`src/rtl/core_c1_sb_arbiter_pkg.sv`:
```
// Shared constants for the core_c1 system-bus arbiter slice.
// Contents: arbitration mode codes, master IDs and bus field widths.
// Imported by the interface, the ID FIFO and the arbiter top.
package core_c1_sb_pkg;

    localparam int ARB_FIXED = 0;   // m1 always wins a tie
    localparam int ARB_RR    = 1;   // alternate after each accepted request

    localparam logic MST_M0 = 1'b0; // IFU fetch port
    localparam logic MST_M1 = 1'b1; // LSU port

    localparam int SB_AW = 32;
    localparam int SB_DW = 32;
    localparam int SB_SW = 4;

endpackage

```
`src/rtl/core_c1_sb_arbiter_if.sv`:
```
// One system-bus port: AR/R read channels and W/B write channels.
// master modport drives requests and response readies; slave modport drives
// request readies and responses.
interface core_c1_sb_arbiter_if;
    import core_c1_sb_pkg::*;

    logic             arvalid;
    logic [SB_AW-1:0] araddr;
    logic             arready;
    logic             rvalid;
    logic [SB_DW-1:0] rdata;
    logic             rready;
    logic             wvalid;
    logic [SB_AW-1:0] waddr;
    logic [SB_DW-1:0] wdata;
    logic [SB_SW-1:0] wstrb;
    logic             wready;
    logic             bvalid;
    logic             bresp;
    logic             bready;

    modport master (
        output arvalid, araddr, rready, wvalid, waddr, wdata, wstrb, bready,
        input  arready, rvalid, rdata, wready, bvalid, bresp
    );

    modport slave (
        input  arvalid, araddr, rready, wvalid, waddr, wdata, wstrb, bready,
        output arready, rvalid, rdata, wready, bvalid, bresp
    );

endinterface

```
`src/rtl/core_c1_sb_id_fifo.sv`:
```
// In-order FIFO of 1-bit master IDs for outstanding transactions.
// Ports: push/din write, pop read, full/empty status, head = oldest ID.
// Push is ignored while full, pop ignored while empty; push+pop together keep the count.
module core_c1_sb_id_fifo #(
    parameter int DEPTH = 4
) (
    input  logic clk,
    input  logic rst_n,
    input  logic push,
    input  logic din,
    input  logic pop,
    output logic full,
    output logic empty,
    output logic head
);
    localparam int AW = $clog2(DEPTH);
    localparam logic [AW:0] FULL_CNT = (AW+1)'(DEPTH);

    logic [DEPTH-1:0] mem;
    logic [AW-1:0]    wr_ptr;
    logic [AW-1:0]    rd_ptr;
    logic [AW:0]      cnt;
    logic             push_ok;
    logic             pop_ok;

    assign full    = (cnt == FULL_CNT);
    assign empty   = (cnt == '0);
    assign head    = mem[rd_ptr];
    assign push_ok = push & ~full;
    assign pop_ok  = pop & ~empty;

    always_ff @(posedge clk or negedge rst_n) begin
        if (!rst_n) begin
            mem    <= '0;
            wr_ptr <= '0;
            rd_ptr <= '0;
            cnt    <= '0;
        end else begin
            if (push_ok) begin
                mem[wr_ptr] <= din;
                wr_ptr      <= wr_ptr + 1'b1;
            end
            if (pop_ok) begin
                rd_ptr <= rd_ptr + 1'b1;
            end
            case ({push_ok, pop_ok})
                2'b10:   cnt <= cnt + 1'b1;
                2'b01:   cnt <= cnt - 1'b1;
                default: cnt <= cnt;
            endcase
        end
    end

endmodule

```
`src/rtl/core_c1_sb_arbiter.sv`:
```
// 2-master -> 1-slave system-bus arbiter (m0 = IFU, m1 = LSU); AR and W arbitrated independently.
// Ports: clk/rst_n, m0/m1 master-facing ports, s slave-facing port, rsp_err sticky error.
// Zero-latency request and response paths; a granted request is held until the slave accepts it.
module core_c1_sb_arbiter
    import core_c1_sb_pkg::*;
#(
    parameter int OUTST_DEPTH = 4,
    parameter int ARB_MODE    = ARB_FIXED
) (
    input  logic                        clk,
    input  logic                        rst_n,
    core_c1_sb_arbiter_if.slave         m0,
    core_c1_sb_arbiter_if.slave         m1,
    core_c1_sb_arbiter_if.master        s,
    output logic                        rsp_err
);

    // Grant for one request channel; a held lock overrides arbitration.
    function automatic logic arb_pick(input logic [1:0] req, input logic lock,
                                      input logic lock_id, input logic rr_ptr);
        logic g;
        if (lock)
            g = lock_id;
        else if (ARB_MODE == ARB_RR && req == 2'b11)
            g = rr_ptr;
        else
            g = req[1] ? MST_M1 : MST_M0;
        return g;
    endfunction

    // Channel index 0 = AR, 1 = W.
    logic [1:0] ch_req [2];
    logic [1:0] ch_full;
    logic [1:0] ch_rdy;
    logic [1:0] ch_gnt;
    logic [1:0] ch_vld;
    logic [1:0] ch_hs;

    logic rd_full, rd_empty, rd_head, rd_pop, rd_rready;
    logic wr_full, wr_empty, wr_head, wr_pop, wr_bready;

    assign ch_req[0] = {m1.arvalid, m0.arvalid};
    assign ch_req[1] = {m1.wvalid,  m0.wvalid};
    assign ch_full   = {wr_full, rd_full};
    assign ch_rdy    = {s.wready, s.arready};

    for (genvar c = 0; c < 2; c++) begin : g_ch
        logic lock_q;
        logic lock_id_q;
        logic rr_q;

        assign ch_gnt[c] = arb_pick(ch_req[c], lock_q, lock_id_q, rr_q);
        // full gates the request even when a response pops in the same cycle
        assign ch_vld[c] = (|ch_req[c]) & ~ch_full[c];
        assign ch_hs[c]  = (|ch_req[c]) & ~ch_full[c] & ch_rdy[c];

        always_ff @(posedge clk or negedge rst_n) begin
            if (!rst_n) begin
                lock_q    <= 1'b0;
                lock_id_q <= MST_M0;
                rr_q      <= MST_M1;
            end else if (ch_hs[c]) begin
                lock_q <= 1'b0;
                rr_q   <= ~ch_gnt[c];
            end else if (ch_vld[c]) begin
                // offered but not taken: pin this master until the slave accepts
                lock_q    <= 1'b1;
                lock_id_q <= ch_gnt[c];
            end
        end
    end

    // AR request path
    assign s.arvalid  = ch_vld[0];
    assign s.araddr   = ch_gnt[0] ? m1.araddr : m0.araddr;
    assign m0.arready = (ch_gnt[0] == MST_M0) & s.arready & ~rd_full;
    assign m1.arready = (ch_gnt[0] == MST_M1) & s.arready & ~rd_full;

    // W request path
    assign s.wvalid  = ch_vld[1];
    assign s.waddr   = ch_gnt[1] ? m1.waddr : m0.waddr;
    assign s.wdata   = ch_gnt[1] ? m1.wdata : m0.wdata;
    assign s.wstrb   = ch_gnt[1] ? m1.wstrb : m0.wstrb;
    assign m0.wready = (ch_gnt[1] == MST_M0) & s.wready & ~wr_full;
    assign m1.wready = (ch_gnt[1] == MST_M1) & s.wready & ~wr_full;

    core_c1_sb_id_fifo #(.DEPTH(OUTST_DEPTH)) u_rd_fifo (
        .clk   (clk),
        .rst_n (rst_n),
        .push  (ch_hs[0]),
        .din   (ch_gnt[0]),
        .pop   (rd_pop),
        .full  (rd_full),
        .empty (rd_empty),
        .head  (rd_head)
    );

    core_c1_sb_id_fifo #(.DEPTH(OUTST_DEPTH)) u_wr_fifo (
        .clk   (clk),
        .rst_n (rst_n),
        .push  (ch_hs[1]),
        .din   (ch_gnt[1]),
        .pop   (wr_pop),
        .full  (wr_full),
        .empty (wr_empty),
        .head  (wr_head)
    );

    // R response path: drain unconditionally while nothing is outstanding
    assign rd_rready = rd_empty ? 1'b1 : (rd_head ? m1.rready : m0.rready);
    assign rd_pop    = s.rvalid & rd_rready & ~rd_empty;
    assign s.rready  = rd_rready;
    assign m0.rvalid = s.rvalid & ~rd_empty & (rd_head == MST_M0);
    assign m1.rvalid = s.rvalid & ~rd_empty & (rd_head == MST_M1);
    assign m0.rdata  = s.rdata;
    assign m1.rdata  = s.rdata;

    // B response path
    assign wr_bready = wr_empty ? 1'b1 : (wr_head ? m1.bready : m0.bready);
    assign wr_pop    = s.bvalid & wr_bready & ~wr_empty;
    assign s.bready  = wr_bready;
    assign m0.bvalid = s.bvalid & ~wr_empty & (wr_head == MST_M0);
    assign m1.bvalid = s.bvalid & ~wr_empty & (wr_head == MST_M1);
    assign m0.bresp  = s.bresp;
    assign m1.bresp  = s.bresp;

    always_ff @(posedge clk or negedge rst_n) begin
        if (!rst_n)
            rsp_err <= 1'b0;
        else if ((s.rvalid & rd_empty) | (s.bvalid & wr_empty))
            rsp_err <= 1'b1;
    end

endmodule

```
`src/flat_wrapper.sv`:
```
// flat-port wrapper written by rule: the top's interface ports become plain ports
module core_c1_sb_arbiter_flat import core_c1_sb_pkg::*;
#(
    parameter int OUTST_DEPTH = 4,
    parameter int ARB_MODE    = ARB_FIXED
)
  (clk, rst_n, rsp_err, m0_arvalid, m0_araddr, m0_rready, m0_wvalid, m0_waddr, m0_wdata, m0_wstrb, m0_bready, m0_arready, m0_rvalid, m0_rdata, m0_wready, m0_bvalid, m0_bresp, m1_arvalid, m1_araddr, m1_rready, m1_wvalid, m1_waddr, m1_wdata, m1_wstrb, m1_bready, m1_arready, m1_rvalid, m1_rdata, m1_wready, m1_bvalid, m1_bresp, s_arvalid, s_araddr, s_rready, s_wvalid, s_waddr, s_wdata, s_wstrb, s_bready, s_arready, s_rvalid, s_rdata, s_wready, s_bvalid, s_bresp);
  core_c1_sb_arbiter_if m0_i ();
  core_c1_sb_arbiter_if m1_i ();
  core_c1_sb_arbiter_if s_i ();
  input  logic clk;
  input  logic rst_n;
  output logic rsp_err;
  input wire logic [$bits(m0_i.arvalid)-1:0] m0_arvalid;
  input wire logic [$bits(m0_i.araddr)-1:0] m0_araddr;
  input wire logic [$bits(m0_i.rready)-1:0] m0_rready;
  input wire logic [$bits(m0_i.wvalid)-1:0] m0_wvalid;
  input wire logic [$bits(m0_i.waddr)-1:0] m0_waddr;
  input wire logic [$bits(m0_i.wdata)-1:0] m0_wdata;
  input wire logic [$bits(m0_i.wstrb)-1:0] m0_wstrb;
  input wire logic [$bits(m0_i.bready)-1:0] m0_bready;
  output wire logic [$bits(m0_i.arready)-1:0] m0_arready;
  output wire logic [$bits(m0_i.rvalid)-1:0] m0_rvalid;
  output wire logic [$bits(m0_i.rdata)-1:0] m0_rdata;
  output wire logic [$bits(m0_i.wready)-1:0] m0_wready;
  output wire logic [$bits(m0_i.bvalid)-1:0] m0_bvalid;
  output wire logic [$bits(m0_i.bresp)-1:0] m0_bresp;
  input wire logic [$bits(m1_i.arvalid)-1:0] m1_arvalid;
  input wire logic [$bits(m1_i.araddr)-1:0] m1_araddr;
  input wire logic [$bits(m1_i.rready)-1:0] m1_rready;
  input wire logic [$bits(m1_i.wvalid)-1:0] m1_wvalid;
  input wire logic [$bits(m1_i.waddr)-1:0] m1_waddr;
  input wire logic [$bits(m1_i.wdata)-1:0] m1_wdata;
  input wire logic [$bits(m1_i.wstrb)-1:0] m1_wstrb;
  input wire logic [$bits(m1_i.bready)-1:0] m1_bready;
  output wire logic [$bits(m1_i.arready)-1:0] m1_arready;
  output wire logic [$bits(m1_i.rvalid)-1:0] m1_rvalid;
  output wire logic [$bits(m1_i.rdata)-1:0] m1_rdata;
  output wire logic [$bits(m1_i.wready)-1:0] m1_wready;
  output wire logic [$bits(m1_i.bvalid)-1:0] m1_bvalid;
  output wire logic [$bits(m1_i.bresp)-1:0] m1_bresp;
  output wire logic [$bits(s_i.arvalid)-1:0] s_arvalid;
  output wire logic [$bits(s_i.araddr)-1:0] s_araddr;
  output wire logic [$bits(s_i.rready)-1:0] s_rready;
  output wire logic [$bits(s_i.wvalid)-1:0] s_wvalid;
  output wire logic [$bits(s_i.waddr)-1:0] s_waddr;
  output wire logic [$bits(s_i.wdata)-1:0] s_wdata;
  output wire logic [$bits(s_i.wstrb)-1:0] s_wstrb;
  output wire logic [$bits(s_i.bready)-1:0] s_bready;
  input wire logic [$bits(s_i.arready)-1:0] s_arready;
  input wire logic [$bits(s_i.rvalid)-1:0] s_rvalid;
  input wire logic [$bits(s_i.rdata)-1:0] s_rdata;
  input wire logic [$bits(s_i.wready)-1:0] s_wready;
  input wire logic [$bits(s_i.bvalid)-1:0] s_bvalid;
  input wire logic [$bits(s_i.bresp)-1:0] s_bresp;
  assign m0_i.arvalid = m0_arvalid;
  assign m0_i.araddr = m0_araddr;
  assign m0_i.rready = m0_rready;
  assign m0_i.wvalid = m0_wvalid;
  assign m0_i.waddr = m0_waddr;
  assign m0_i.wdata = m0_wdata;
  assign m0_i.wstrb = m0_wstrb;
  assign m0_i.bready = m0_bready;
  assign m0_arready = m0_i.arready;
  assign m0_rvalid = m0_i.rvalid;
  assign m0_rdata = m0_i.rdata;
  assign m0_wready = m0_i.wready;
  assign m0_bvalid = m0_i.bvalid;
  assign m0_bresp = m0_i.bresp;
  assign m1_i.arvalid = m1_arvalid;
  assign m1_i.araddr = m1_araddr;
  assign m1_i.rready = m1_rready;
  assign m1_i.wvalid = m1_wvalid;
  assign m1_i.waddr = m1_waddr;
  assign m1_i.wdata = m1_wdata;
  assign m1_i.wstrb = m1_wstrb;
  assign m1_i.bready = m1_bready;
  assign m1_arready = m1_i.arready;
  assign m1_rvalid = m1_i.rvalid;
  assign m1_rdata = m1_i.rdata;
  assign m1_wready = m1_i.wready;
  assign m1_bvalid = m1_i.bvalid;
  assign m1_bresp = m1_i.bresp;
  assign s_arvalid = s_i.arvalid;
  assign s_araddr = s_i.araddr;
  assign s_rready = s_i.rready;
  assign s_wvalid = s_i.wvalid;
  assign s_waddr = s_i.waddr;
  assign s_wdata = s_i.wdata;
  assign s_wstrb = s_i.wstrb;
  assign s_bready = s_i.bready;
  assign s_i.arready = s_arready;
  assign s_i.rvalid = s_rvalid;
  assign s_i.rdata = s_rdata;
  assign s_i.wready = s_wready;
  assign s_i.bvalid = s_bvalid;
  assign s_i.bresp = s_bresp;
  core_c1_sb_arbiter #(.OUTST_DEPTH(OUTST_DEPTH), .ARB_MODE(ARB_MODE)) u_core (.clk(clk), .rst_n(rst_n), .m0(m0_i), .m1(m1_i), .s(s_i), .rsp_err(rsp_err));
endmodule
```
`config.mk`:
```
export PLATFORM = sky130hd
export DESIGN_NAME = core_c1_sb_arbiter_flat
export DESIGN_NICKNAME = d
export VERILOG_FILES = /design/src/rtl/core_c1_sb_arbiter_pkg.sv /design/src/rtl/core_c1_sb_arbiter_if.sv /design/src/rtl/core_c1_sb_id_fifo.sv /design/src/rtl/core_c1_sb_arbiter.sv /design/src/flat_wrapper.sv
export SDC_FILE = /design/constraint.sdc
export NUM_CORES = 1
export LEC_CHECK = 0
export CAP_MARGIN = 25
export CORE_AREA = 2 2 164 166
export CTS_BUF_LIST = sky130_fd_sc_hd__clkbuf_8 sky130_fd_sc_hd__clkbuf_16
export DETAILED_ROUTE_END_ITERATION = 12
export DIE_AREA = 0 0 166 168
export MAX_ROUTING_LAYER = met4
export PLACE_DENSITY = 0.48
export SYNTH_ARGS = -nofsm -noshare
export SYNTH_HDL_FRONTEND = slang
export SYNTH_SLANG_ARGS = --single-unit
```
`constraint.sdc`:
```
create_clock -name clk -period 2.45 [get_ports clk]
set_clock_uncertainty 0.15 [all_clocks]
set_input_delay 0.245 -clock clk [delete_from_list [all_inputs] [get_ports clk]]
set_output_delay 0.245 -clock clk [all_outputs]
set_load 0.02 [all_outputs]
```
# Word-level counts from Yosys, hierarchy flattened

Cells that the tools add are included.

Muxes and demuxes: 28
Order comparisons: 6
Bitwise logic cells: 39
Equal/unequal tests: 6
$add $sub $neg: 8
Reductions and logical operators: 12

Operators with widths:

| kind                                                              | number |
|---|---|
| two-way mux 32 bit                                                | 3 |
| bitwise AND 1 bit                                                 | 28 |
| two-way mux 1 bit                                                 | 16 |
| less-than comparator 2 x 3 -> 1 bit, second input constant        | 4 |
| case mux 3 bit (2 select lines)                                   | 2 |
| inverter 1 bit                                                    | 10 |
| adder 2 x 1 -> 2 bit, second input constant                       | 4 |
| bitwise mux 4 bit                                                 | 2 |
| nonzero test 2 bit                                                | 4 |
| adder 3 x 1 -> 3 bit, second input constant                       | 2 |
| equality test 3 bit, second input constant                        | 2 |
| logical NOT 3 bit                                                 | 2 |
| subtractor 3 x 1 -> 3 bit, second input constant                  | 2 |
| binary-select mux 1 bit (select 2 bit)                            | 2 |
| demux 1 bit (select 2 bit)                                        | 2 |
| equality test 2 x 1 -> 1 bit, second input constant               | 2 |
| equality test 2 bit, second input constant                        | 2 |
| greater-or-equal comparator 2 x 1 -> 1 bit, second input constant | 2 |
| two-way mux 4 bit                                                 | 1 |
| AND reduction 2 bit                                               | 2 |
| OR reduction 2 bit                                                | 2 |
| logical AND 1 bit                                                 | 2 |
| bitwise OR 1 bit                                                  | 1 |

Word-level logic and storage cells: 112
Register bits: 27

# Logic depth before layout (Yosys ltp)

Word-level depth: 9
Mapped depth: 10

# Hierarchy

Synthesis repeated with hierarchy kept, for this count alone.

Cell total of the unflattened synthesis: 328
Area total of the unflattened synthesis: 3764.9 µm²

By module, submodules not included:

| module             | sequential area each (µm²) | cells each | area each (µm²) | times used |
|---|---|---|---|---|
| core_c1_sb_arbiter | 125.1                      | 220        | 2553.7          | 1 |
| core_c1_sb_id_fifo | 275.3                      | 54         | 605.6           | 2 |

# Worst setup path before layout

No wires, ideal clock.

Kind: register to register
Start: reg u_core.u_wr_fifo.cnt[0]
End: reg u_core.u_wr_fifo.cnt[2]
Arrival time: 2.110 ns
Stages on the path, launching flop included: 11
Clock period less this slack: 2.340 ns
Path slack: 0.110 ns
Data required time: 2.221 ns
Path through: dfrtp_1 or3b_4 o211a_4 buf_6 inv_1 ha_1 inv_1 fa_1 xor2_1 nor2_1 xor2_1

Cells in the longest elaborated chain, start to end: 7
Elaborated cells on any way between the ends: 17

Ends and longest elaborated chain:

| what                                                                         | RTL line                                                                      | RTL |
|---|---|---|
| start, declared                                                              | core_c1_sb_id_fifo.sv:22                                                      | `logic [AW:0] cnt;` |
| start signal, assigned                                                       | core_c1_sb_id_fifo.sv:47                                                      | `2'b10: cnt <= cnt + 1'b1;` |
| start signal, assigned                                                       | core_c1_sb_id_fifo.sv:48                                                      | `2'b01: cnt <= cnt - 1'b1;` |
| start signal, assigned                                                       | core_c1_sb_id_fifo.sv:49                                                      | `default: cnt <= cnt;` |
| logical NOT 3 bit / equality test 3 bit (equally long branches)              | core_c1_sb_id_fifo.sv:27, core_c1_sb_id_fifo.sv:26                            |  |
| two-way mux 1 bit / inverter 1 bit (equally long branches)                   | core_c1_sb_arbiter.sv:119, core_c1_sb_id_fifo.sv:29, core_c1_sb_arbiter.sv:55 |  |
| bitwise AND 1 bit, on equally long branches (2 in series)                    | core_c1_sb_arbiter.sv:120, core_c1_sb_arbiter.sv:55                           |  |
| bitwise AND 1 bit, on equally long branches                                  | core_c1_sb_id_fifo.sv:30, core_c1_sb_id_fifo.sv:29                            |  |
| equality test 2 x 1 -> 1 bit / equality test 2 bit (equally long branches)   | core_c1_sb_id_fifo.sv:46                                                      | `case ({push_ok, pop_ok})` |
| case mux 3 bit (2 select lines) / nonzero test 2 bit (equally long branches) | --                                                                            |  |

Parallel ways exist; a longest one is shown, timed or not.
A chain may end at the register's enable or synchronous reset.

# Worst setup path after layout

Start: reg u_core.g_ch[1].lock_q
End: out m1_wready

Cells in the longest elaborated chain, start to end: 3

Ends and longest elaborated chain:

| what                            | RTL line                 | RTL |
|---|---|---|
| start, declared                 | core_c1_sb_arbiter.sv:48 | `logic lock_q;` |
| start signal, assigned          | core_c1_sb_arbiter.sv:59 | `lock_q <= 1'b0;` |
| start signal, assigned          | core_c1_sb_arbiter.sv:63 | `lock_q <= 1'b0;` |
| start signal, assigned          | core_c1_sb_arbiter.sv:67 | `lock_q <= 1'b1;` |
| two-way mux 1 bit               | core_c1_sb_arbiter.sv:22 | `if (lock)` |
| bitwise AND 1 bit (2 in series) | core_c1_sb_arbiter.sv:85 | `assign m1.wready = (ch_gnt[1] == MST_M1) & s.wready & ~wr_full;` |
| end, declared                   | flat_wrapper.sv:39       | `output wire logic [$bits(m1_i.wready)-1:0] m1_wready;` |

No other way between the ends.

==> summary.md <==
| Metric | Value |
|---|---|
| Clock transition at the registers of the reported paths | `roughly 0.080 ns` |
| Pleak | `3.432 nW` |
| Port Buffers | `~330` |
| Mean routed wirelength per cell | `about 15 um` |
| First-pass GRT wire length | `between 20,000 and 25,000 um` |
| DIE WIDTH | `166 um` |
| CTS sink count | `27` |
| Grt ovf | `0` |
| Nets@finish | `1,068` |
| Vias per Instance | `about 3.7` |
| Share of cells above drive strength 1 | `9.530%` |
| WL final | `17,100 um` |
| Htree depth | `1` |
| Status | `complete, no violations` |
| R2r setup slk | `0.09 ns` |
| Clock group share of total power | `~5.9%` |
| Worst-skew pair later-pin latency | `0.26 ns` |
| Post-DP HPWL | `between 10,000 and 15,000 um` |
| Reg power frac | `13.4%` |
| Critical R2R Launch | `u_core.u_wr_fifo.rd_ptr[1]` |
| DRT iter0 DRCs | `102` |
| Type of destination of the critical path | `primary output` |
| Distinct cells, synth | `31` |
| Final GP Congestion | `0.7838` |
| Ys Warns | `0` |
| Die height | `168 um` |
| Core Region | `26,350 um2` |
| Total number of vias | `~4,200` |
| Area delta synth->final | `112.0%` |
| Largest cells by area after synthesis | `nand2_1 (35%), dfrtp_1 (21%), buf_4 (15%), mux2i_1 (4.3%), ha_1 (3.8%)` |
| Die area | `27,890 um2` |
| Cell Pwr Density | `about 940 nW/um2` |
| Synthesized area | `3271 um2` |
| Largest net degree at the start of global routing | `35` |
| GR Util All Layers | `11.83%` |
| DP Worst Slack | `-0.1693 ns` |
| Number of global-route vias before repair | `4,080` |
| Actual slew at the worst max-slew pin | `0.3538 ns` |
| Critical path's slowest cell | `clkdlybuf4s50_1` |
| Post-Place Cells | `approximately 1,100` |
| Met3 routed WL | `1644 um` |
| Avg Inst Size Synth | `6.159 um2` |
| I/O Pins | `between 400 and 500` |
| Worst setup SP type | `flip-flop` |
| CTS Root Cell | `clkbuf_16` |
| Hold slack | `between 0.15 and 0.2 ns` |
| Sequential share of the synthesized area | `approximately a fifth` |
| Setup TNS Final | `0 ns` |
| Final WS setup | `0.08555 ns` |
| Antenna violations before repair | `0` |
| CP Launch Point | `u_core.g_ch[1].lock_q` |
| Synthesized instance count | `531` |
| Crit path depth | `5` |
| Synth area leader | `nand2_1` |
| Internal power | `approximately 3.4 mW` |
| DR WL met2 | `8317 um` |
| Crit Reg-Reg Endpoint | `u_core.u_wr_fifo.cnt[2]` |
| Post-Layout Cell Count | `1,149` |
| Uppermost layer routed | `met4` |
| WL met1 | `between 6000 and 7000 um` |
| Final setup violation count | `0` |
| Power share of the combinational group | `about 81%` |
| Post-DP Area | `6738 um2` |
| Final core occ | `26.31%` |
| RSZ-0062 raised after global routing | `yes` |
| Max_slew headroom | `76.42%` |
| Final hold violations | `0` |
| Number of remaining DRC errors | `0` |
| Total power | `around 6.5 mW` |
| Setup crit end | `m1_wready` |
| Final slew viol count | `0` |
| Post-synthesis register bit count | `27` |
| Switching share of power | `47.86%` |
| Tightest Hold Check Type | `in2async` |
| Worst-path fanout max | `34` |
| Worst Path Arrival | `1.97 ns` |
| Max IR drop VDD | `0.0003316 V` |
| Setup CP Type | `reg2out` |
| Cell row count | `60` |
| DR pass1 iterations | `4` |
| Hold Buf Count CTS | `0` |
| P_sw | `about 3.1 mW` |
| Top cell type's share of synthesized area | `~35%` |
| Tmin final | `around 2.4 ns` |
| Reg2Reg Depth | `10` |
| CTS max path bufs | `2` |
| Critical-path cell list | `mux2i_4 > buf_12 > buf_16 > nor2_1 > clkdlybuf4s50_1` |
| CP top delay family | `buffers and inverters` |
| Delay of the slowest critical-path stage | `0.60 ns` |
| Antenna cells | `0` |
| CTS buffer count | `3` |
| FMAX | `roughly 0.42 GHz` |
| Post-DRT Antenna Nets | `0` |
| Max_cap viols | `0` |
| Crit share post-route | `96.51%` |
| CTS tree | `done` |
| Initial Util | `around 12%` |
| Mapped Nets | `790` |
| Crit path buf inv count | `3` |
| Req. time, crit path | `2.06 ns` |
| Fin area | `a little under 7000 um2` |
| Fillers | `roughly 2,900` |
logic make-up (layout without fill, tap and decap cells):
logic type / after synthesis / count (layout) / share of synthesized area (%)
muxes: 20 / 20 / 6.618
and+or+nand+nor: 329 / 329 / 38.79
adders and majority gates: 12 / 12 / 5.050
buffers and inverters: 103 / 380 / 20.01
AOI/OAI and AO/OA: 30 / 30 / 6.197
xor gates and xnor gates: 10 / 10 / 2.678
DFF: 27 / 27 / 20.66
layer usage:
layer	vias to the layer above	track usage [%]
met5	-	-
met4	0	3.138
met3	14	4.067
met2	264	20.91
met1	1799	12.65
li1	2128	-
synthesized netlist by cell type (all sizes together):
master  instances
nand2         308
buf            72
dfrtp          27
clkbuf         16
mux2i          16
inv            15
nor2           12
ha             10
a21oi           9
a31oi           8
o21ai           7
xor2            6
mux2            4
xnor2           4
a21o            2
fa              2
nor2b           2
nor3b           2
o211a           2
o31ai           2
or3             2
or3b            2
nor3            1
worst min-delay path by stage:
| stage | from | to | slack (ns) | depth (start not counted) |
|---|---|---|---|---|
| after floorplan | rst_n | u_core.g_ch[0].lock_id_q | -0.20 | 0 |
| after detailed placement | u_core.u_rd_fifo.cnt[2] | u_core.u_rd_fifo.cnt[2] | 0.32 | 1 |
| after global routing | rst_n | u_core.g_ch[1].lock_q | 0.24 | 2 |
| after global placement | u_core.rsp_err | u_core.rsp_err | 0.32 | 2 |
| after CTS | rst_n | u_core.g_ch[1].lock_q | 0.22 | 2 |
| final | rst_n | u_core.g_ch[1].lock_q | 0.20 | 2 |
power by group through the flow:
stage | combinational (mW) | sequential [mW] | clock [mW]
2_1_floorplan | 2.77 | 0.819 | 0
3_3_place_gp | 5.31 | 0.862 | 0
3_5_place_dp | 5.33 | 0.865 | 0
4_1_cts | 5.30 | 0.858 | 0.398
5_1_grt | 5.75 | 0.914 | 0.409
6_report | 5.27 | 0.879 | 0.383
sequential cells by signal, summed over array words and instances (netlist names), 2 cells and up:
name                     flops
u_core.g_ch.lock_id_q        2
u_core.g_ch.lock_q           2
u_core.u_rd_fifo.cnt         3
u_core.u_rd_fifo.mem         4
u_core.u_rd_fifo.rd_ptr      2
u_core.u_rd_fifo.wr_ptr      2
u_core.u_wr_fifo.cnt         3
u_core.u_wr_fifo.mem         4
u_core.u_wr_fifo.rd_ptr      2
u_core.u_wr_fifo.wr_ptr      2
cell usage in the layout, fill, tap and decap left out, types with 2 or more instances in the layout:
cell type,synthesis,final
a21o_1,2,2
a21oi_1,7,7
a21oi_2,2,2
a31oi_1,8,8
buf_12,0,16
buf_4,66,30
clkbuf_16,0,3
clkdlybuf4s15_1,0,7
clkdlybuf4s50_1,0,242
dfrtp_1,27,25
dfrtp_2,0,2
dlygate4sd2_1,0,51
dlymetal6s2s_1,0,12
ha_1,10,8
ha_2,0,2
inv_1,15,15
mux2_2,3,3
mux2i_1,14,8
mux2i_2,2,6
mux2i_4,0,2
nand2_1,308,308
nor2_1,12,12
nor2b_1,2,2
nor3b_1,2,2
o21ai_0,3,3
o21ai_1,2,2
o21ai_2,2,2
o31ai_1,2,2
or3_1,2,2
or3b_4,2,2
xnor2_1,4,4
xor2_1,6,6
layout make-up:
type / instances / area, um2 / area share, %
Timing Repair Buffer: 361 / 3700 / 53.37
Clock inverter: 1 / 8.758 / 0.1263
Clock buffer: 3 / 75.07 / 1.083
Tap cell: 341 / 426.7 / 6.154
Inverter: 15 / 56.30 / 0.8121
Multi-Input combinational cell: 401 / 1988 / 28.68
Sequential cell: 27 / 678.2 / 9.782
what timing repair did:
action / in CTS / in global routing
pin swaps: 0 / 4
cloned: 2 / 0
endpoints found under the setup margin: 59 / 42
setup buffers: 3 / 3
hold endpoints to repair: 0 / 0
gates resized for setup: 60 / 32
Note: power is estimated with default switching activity, not from simulation.
